## config.mk

```make
export PLATFORM = sky130hd
export DESIGN_NAME = fetch_pc_sequencer
export DESIGN_NICKNAME = d
export VERILOG_FILES = /design/src/rtl/fetch_pc_sequencer.sv
export SDC_FILE = /design/constraint.sdc
export NUM_CORES = 1
export LEC_CHECK = 0
export ABC_AREA = 0
export CAP_MARGIN = 10
export CELL_PAD_IN_SITES_DETAIL_PLACEMENT = 0
export CELL_PAD_IN_SITES_GLOBAL_PLACEMENT = 2
export CORE_MARGIN = 5
export CORE_UTILIZATION = 19
export DETAILED_ROUTE_END_ITERATION = 6
export PLACE_DENSITY_LB_ADDON = 0.15
export SETUP_SLACK_MARGIN = 0.5
export SLEW_MARGIN = 20
export SYNTH_ARGS = -nofsm -noshare
export SYNTH_HDL_FRONTEND = slang
export SYNTH_SLANG_ARGS = --single-unit
export TNS_END_PERCENT = 100
```

## constraint.sdc

```tcl
create_clock -name clk -period 3.2 [get_ports clk]
set_input_delay 0.32 -clock clk [delete_from_list [all_inputs] [get_ports clk]]
set_output_delay 0.32 -clock clk [all_outputs]
set_load 0.02 [all_outputs]
```

## src/rtl/fetch_pc_sequencer.sv

```systemverilog
// Fetch PC sequencer: holds the fetch address and steers it through
// prediction, mispredict recovery, ret stalls, halt and invalid-icode states.
module fetch_pc_sequencer (
  input  logic        clk,
  input  logic        rst,
  input  logic [3:0]  f_icode,
  input  logic [63:0] f_valC,
  input  logic [63:0] f_valP,
  input  logic        f_stall,
  input  logic        m_mispredict,
  input  logic [63:0] m_valA,
  input  logic        w_ret,
  input  logic [63:0] w_valM,
  output logic [63:0] pc,
  output logic [63:0] pred_pc,
  output logic        fetch_valid,
  output logic        halted,
  output logic        err,
  output logic [7:0]  ret_bubbles
);

  typedef enum logic [1:0] {
    ST_RUN,
    ST_RET_WAIT,
    ST_HALTED,
    ST_ERROR
  } state_e;

  state_e      st_q, st_d;
  logic [63:0] pc_q, pc_d;
  logic        halted_q, halted_d;
  logic        err_q, err_d;
  logic [7:0]  rb_q, rb_d;

  assign pred_pc = (f_icode == 4'h7 || f_icode == 4'h8) ? f_valC : f_valP;
  assign fetch_valid = (st_q == ST_RUN) & ~f_stall & ~m_mispredict;

  assign pc          = pc_q;
  assign halted      = halted_q;
  assign err         = err_q;
  assign ret_bubbles = rb_q;

  always_comb begin
    st_d     = st_q;
    pc_d     = pc_q;
    halted_d = halted_q;
    err_d    = err_q;
    rb_d     = rb_q;

    // Every edge spent waiting counts, including the one that leaves.
    if (st_q == ST_RET_WAIT && rb_q != 8'hFF)
      rb_d = rb_q + 8'd1;

    if (m_mispredict) begin
      pc_d     = m_valA;
      st_d     = ST_RUN;
      halted_d = 1'b0;
      err_d    = 1'b0;
    end else if (w_ret && st_q == ST_RET_WAIT) begin
      pc_d = w_valM;
      st_d = ST_RUN;
    end else if (st_q == ST_RUN && !f_stall) begin
      case (f_icode)
        4'h0: begin
          st_d     = ST_HALTED;
          halted_d = 1'b1;
        end
        4'h9: begin
          st_d = ST_RET_WAIT;
          rb_d = 8'h00;
        end
        4'hC, 4'hD, 4'hE, 4'hF: begin
          st_d  = ST_ERROR;
          err_d = 1'b1;
        end
        default: pc_d = pred_pc;
      endcase
    end
  end

  always_ff @(posedge clk) begin
    if (rst) begin
      st_q     <= ST_RUN;
      pc_q     <= 64'h0;
      halted_q <= 1'b0;
      err_q    <= 1'b0;
      rb_q     <= 8'h00;
    end else begin
      st_q     <= st_d;
      pc_q     <= pc_d;
      halted_q <= halted_d;
      err_q    <= err_d;
      rb_q     <= rb_d;
    end
  end

endmodule

```

# --- Word level (Yosys, flattened, before mapping) ---
# Index checks and enable logic that the tools add are counted.
totals:
  ram_bits: 0
  in_bits: 265
  regBits: 76
  latchBits: 0
  rom_bits: 0
  n_memories: 0
classes:
  bitwise_logic: 5
  mux: 11
  div: 0
  n_reduce_logical: 17
  n_addsub: 1
  n_mul: 0
  n_shift: 0
  order_cmp: 0
  n_eq_ne: 10
ops:
  columns: ["op", "count"]
  rows:
  - ["2-to-1 mux 64 bit", 5]
  - ["2-to-1 mux 8 bit", 5]
  - ["== test 4 bit, second input constant", 6]
  - ["adder 8 x 1 -> 8 bit, second input constant", 1]
  - ["inequality test 8 bit, second input constant", 1]
  - ["case mux 2 bit (3 select lines)", 1]
  - ["AND reduction 3 bit", 2]
  - ["nonzero test 3 bit", 2]
  - ["OR reduction 6 bit", 1]
  - ["== test 4 x 3 -> 1 bit, second input constant", 1]
  - ["logical NOT 4 bit", 1]
  - ["AND reduction 2 bit", 2]
  - ["OR reduction 4 bit", 1]
  - ["logical AND 1 bit", 3]
  - ["inequality test 3 x 1 -> 1 bit, second input constant", 1]
  - ["NOT 1 bit", 3]
  - ["OR reduction 3 bit", 1]
  - ["AND 1 bit", 2]
  - ["== test 2 x 1 -> 1 bit, second input constant", 1]
  - ["logical NOT 2 bit", 1]
  - ["OR reduction 2 bit", 1]
  - ["logical NOT 1 bit", 1]
  - ["logical OR 1 bit", 1]

# --- Depth between registers and ports, before layout ---
logic_depth:
  depth_word: 7
  mapped_depth: 8
  depth_no_buf: 5

# --- Least setup slack after synthesis ---
# No wires, ideal clock.
synth_path:
  path_kind: "flip-flop to flip-flop"
  from: "register st_q[1]"
  to: "register rb_q[7] (netlist: ret_bubbles[7])"
  arrival_time_ns: 1.968
  required_time_ns: 3.079
  setup_slack_ns: 1.112
  synth_period_minus_slack_ns: 2.088
  stages_incl_launch_ff: 6
  path_cell_list: "dfxtp_1 -> nor4_1 -> a31o_2 -> clkbuf_1 -> nor2_1 -> mux2_2"
synth_via:
  elab_chain_len: 7
  elab_cells_between_ends: 10
  classes_between: "1 x eq/ne; 5 x mux; 4 x reduce/logical"
synth_lines:
  columns: ["item", "line_no", "text"]
  rows:
  - ["start: declaration", "29", "state_e st_q, st_d;"]
  - ["start signal: assignment", "89", "st_q <= st_d;"]
  - ["== test 2 x 1 -> 1 bit", "51, 59", null]
  - ["logical AND 1 bit", "51", "if (st_q == ST_RET_WAIT && rb_q != 8'hFF)"]
  - ["2-to-1 mux 8 bit", "51", null]
  - ["2-to-1 mux 8 bit", "63", "case (f_icode)"]
  - ["2-to-1 mux 8 bit", "62", "end else if (st_q == ST_RUN && !f_stall) begin"]
  - ["2-to-1 mux 8 bit", "59", "end else if (w_ret && st_q == ST_RET_WAIT) begin"]
  - ["2-to-1 mux 8 bit *", "54", "if (m_mispredict) begin"]
  - ["end signal: assignment", "93", "rb_q <= rb_d;"]
  - ["end: declaration", "33", "logic [7:0] rb_q, rb_d;"]
# Mark *: on every way between the ends. The rest lies on a longest branch, timed or not.
# A chain may end at the register's enable or synchronous reset.

# --- Worst setup path in the final report ---
layout_path:
  from: "input port f_icode[3]"
  to: "output port pred_pc[14]"
layout_via:
  elab_chain_len: 3
  elab_cells_between_ends: 4
  classes_between: "2 x eq/ne; 1 x mux; 1 x reduce/logical"
layout_lines:
  columns: ["item", "line_no", "text"]
  rows:
  - ["start: declaration", "6", "input logic [3:0] f_icode,"]
  - ["== test 4 x 3 -> 1 bit / == test 4 bit (equally long branches)", "35", "assign pred_pc = (f_icode == 4'h7 || f_icode == 4'h8) ? f_valC : f_valP;"]
  - ["logical OR 1 bit *", "35", null]
  - ["2-to-1 mux 64 bit *", "35", null]
  - ["end: declaration", "15", "output logic [63:0] pred_pc,"]
# Marked as above.

==> summary.md <==
For the count of clock tree sinks, the log shows 76. IR analysis of the VDD net gives a maximum drop of 0.000281 V. Setup violations remaining at the end of the flow were counted as 0.

The count of input and output buffers came out at 403. The logs give 0.416 for the fraction of power consumed by combinational cells and 797 for the post-synthesis cell count. Setup repair after global routing could not meet its margin everywhere.

The top achievable clock speed is 374 MHz, and the portion of the post-synthesis area used by sequential elements is 0.261. In this run the worst hold path is classified as in -> reg. TritonCTS built the clock tree.

In this run, post-CTS hold repair placed 0 buffers. The worst register-to-register path has a depth of 4. When the netlist entered floorplanning its net count stood at 1063. The logs give 0 for the remaining routing DRC violations and 0 for the number of warning messages in the yosys log.

STA puts the critical path data required time at 2.88 ns. The logs give 0.349 for the final standard cell utilization of the core and 45 for the number of library cell types mapped by synthesis. Buffers inserted during clock tree synthesis total 9.

After routing, the total negative slack on setup checks comes to 0 ns. For the area inside the core boundary, the log shows 30400 sq um. The fraction of synthesized cell area taken by the top area cell type was 0.261. For this run, the leading register cell type out of synthesis is sky130_fd_sc_hd__dfxtp_1. The die covers 34300 sq um. The logs give 3 for the number of antenna violations at the first check in global routing and 0.159 ns for the setup slack after placement. The relative contribution of sequential cells to total power was 0.301; the half-perimeter wire length after placement was 26500 microns. The tools report the clock tree root buffer cell as sky130_fd_sc_hd__clkbuf_16.

The share of the clock period used by the worst path after layout is 0.836, and the mean post-synth cell area is 7.33 sq um. The number of nets at the end of the flow is 1419. After synthesis the netlist holds a flip-flop and latch count of 76. Summed over all nets, the switching power comes to 1.25 mW.

The routed design has 35400 microns of wire. In this run the most critical hold path is launched from m_mispredict. Startpoint-to-endpoint class of the critical path: in -> out. The max-slew headroom at the worst pin is 0.294, and the netlist area before placement is 5840 sq um.

The worst hold path passes through 3 cells. In this run, the number of DRC markers left after iteration 0 of detailed routing was 400. For the pin with the worst max-slew slack, the measured transition is 1.06 ns. The placer congestion estimate is 0.850.

The logs give 0 for the count of pins over their slew limit and 51700 microns for the wire length of the first global-routing pass. The minimum setup slack among reg-to-reg paths was 0.98 ns. The fraction of registers with async set or reset after synthesis works out to 0. sky130_fd_sc_hd__dfxtp_1 takes more of the synthesized area than any other cell.

STA puts the critical path data arrival time at 2.36 ns. The floorplan die height was 185 microns; the count of TritonRoute iterations in the first routing pass was 5. The deepest clock path buffer count is 2, and the proportion of total power due to net switching is 0.352. The number of top-level design ports came out at 404. The later pin in the worst-skew pair is clocked with a latency of 0.34 ns.

The clock-pin transition on the worst setup and hold timing paths was 0.07 ns. The worst setup path is launched from an input pin. For the starting density of the core, the log shows 0.192. The worst setup path is captured at an output pin.

Across the run, the number of max-cap violations was 0. The design internal power was 2.30 mW; the power density relative to cell area was 334 nW/um^2. Start point of the critical path: f_icode[3]. Along the worst path, the maximum fanout reaches 15. Across the routed clock network, the largest skew measured is 0.0124 ns. Number of global-route vias before repair: 7919. The via density per instance is 5.09.

Once routing completed, OpenROAD measured the worst setup slack at 0.524 ns. The routed length per instance works out to 22.8 microns. The share of final-layout standard cells stronger than drive strength 1 was 0.0622.

The clock power share is 0.283, and the number of H-tree levels is 3. The shortest period the worst path allows came out at 2.68 ns. The run gives 0 as the sum of overflow across all layers after global routing.

The initialized floorplan defines 64 standard-cell rows. The signed area change from the synthesized netlist to the final layout was 81.9%; the total number of vias was 7928. The run gives 4.28 nW as the leakage power summed over all cells. The reg-to-reg critical path startpoint is st_q[1].

In this run the horizontal extent of the chip is 185 microns. Entering global routing, the biggest net connects 50 pins. The flow ran to the end, and the final reports show no timing, DRC or antenna violations. Yosys attributes the largest share of cell area to sky130_fd_sc_hd__dfxtp_1, sky130_fd_sc_hd__o221ai_1, sky130_fd_sc_hd__o2bb2ai_1. After synthesis, the most frequently instantiated cells are sky130_fd_sc_hd__inv_1, sky130_fd_sc_hd__o221ai_1, sky130_fd_sc_hd__dfxtp_1.

Among all cell types in the netlist, the one instantiated most often is sky130_fd_sc_hd__inv_1. In this run the remaining antenna-violating nets after routing total 0. The number of synthesized flops with an enable pin was 0; the overall global routing resource usage was 0.196.

The run gives 0 as the hold violation count in the final report.
## routing by layer
metal | global-route usage | wire, microns
met1 | 0.251 | 14700
met2 | 0.329 | 17300
met3 | 0.0513 | 2690
met4 | 0.0520 | 743
met5 | 0 | 0
## state kept, by name, summed over array words and instances (netlist names)
name	count
pc	64
halted	1
st_q	2
err	1
ret_bubbles	8
## layout make-up
type | count | area, sq um
antenna | 3 | 7.51
clock buffer | 11 | 243
clock inverter | 5 | 35.0
fill | 3270 | 19800
inverter | 102 | 383
multi-input combinational | 526 | 3580
sequential | 76 | 1520
tap | 396 | 495
timing repair buffer | 438 | 4360
## kinds of logic after synthesis
family / after synthesis / synth area share
buffers and inverters: 195 / 0.136
multiplexers: 2 / 0.00364
XOR/XNOR: 3 / 0.00450
adder cells (fa/ha/maj): 1 / 0.00214
AND/OR/NAND/NOR: 166 / 0.145
flip-flops: 76 / 0.261
AO/OA/AOI/OAI: 354 / 0.448
## worst max-delay path: stages
cell and delay (ns):
sky130_fd_sc_hd__clkdlybuf4s50_1 0.47, sky130_fd_sc_hd__buf_4 0.15, sky130_fd_sc_hd__or4b_1 0.46, sky130_fd_sc_hd__buf_4 0.22
sky130_fd_sc_hd__nand3_1 0.12, sky130_fd_sc_hd__nand2_1 0.05, sky130_fd_sc_hd__clkdlybuf4s50_1 0.55
## worst paths after layout
check	to
setup / recovery	pred_pc[14]
hold / removal	pc[43]
setup reg to reg	pc[1]
hold reg to reg	err
## repair_timing
action                                  4_1_cts  5_1_grt
endpoints found under the setup margin       54       19
buffers inserted                              2        0
resized for setup                            51       20
## metrics by stage
step	cells	area, sq um	power (mW)	hold WS [ns]
4_1_cts	1554	10500	3.61	0.488
6_report	1557	10600	3.54	0.506
3_5_place_dp	1536	10300	2.61	0.507
3_3_place_gp	1536	10300	2.61	0.505
5_1_grt	1557	10600	3.74	0.520
2_1_floorplan	797	5840	1.73	0.497
## power by group through the flow
stage | Combinational, mW | Clock [mW] | Sequential [mW]
2_1_floorplan | 0.557 | 0 | 1.18
3_5_place_dp | 1.52 | 0 | 1.09
4_1_cts | 1.49 | 1.06 | 1.06
5_1_grt | 1.58 | 1.08 | 1.08
3_3_place_gp | 1.53 | 0 | 1.08
6_report | 1.47 | 1.00 | 1.06
## layout by cell type (no fill, tap or decap), types with 3 or more instances in the layout
cell / netlist / routed
sky130_fd_sc_hd__a21oi_1: 52 / 52
sky130_fd_sc_hd__buf_4: 9 / 25
sky130_fd_sc_hd__xnor2_1: 3 / 3
sky130_fd_sc_hd__buf_6: 1 / 5
sky130_fd_sc_hd__diode_2: 0 / 3
sky130_fd_sc_hd__clkdlybuf4s50_1: 0 / 338
sky130_fd_sc_hd__nand2_1: 32 / 31
sky130_fd_sc_hd__nor2_1: 23 / 23
sky130_fd_sc_hd__nand3_1: 17 / 17
sky130_fd_sc_hd__o2bb2ai_1: 49 / 46
sky130_fd_sc_hd__clkbuf_16: 0 / 9
sky130_fd_sc_hd__a311o_1: 15 / 15
sky130_fd_sc_hd__nor4_1: 4 / 4
sky130_fd_sc_hd__buf_12: 0 / 7
sky130_fd_sc_hd__o21ai_0: 63 / 63
sky130_fd_sc_hd__a311oi_1: 18 / 18
sky130_fd_sc_hd__o2bb2ai_2: 0 / 3
sky130_fd_sc_hd__nand3b_1: 3 / 3
sky130_fd_sc_hd__inv_1: 102 / 100
sky130_fd_sc_hd__o221ai_1: 98 / 98
sky130_fd_sc_hd__dlygate4sd2_1: 0 / 47
sky130_fd_sc_hd__buf_2: 18 / 3
sky130_fd_sc_hd__dlymetal6s2s_1: 0 / 13
sky130_fd_sc_hd__nor3_1: 66 / 66
sky130_fd_sc_hd__a211oi_1: 50 / 50
sky130_fd_sc_hd__a31oi_1: 3 / 3
sky130_fd_sc_hd__dfxtp_1: 76 / 76
Note: power is estimated with default switching activity, not from simulation.
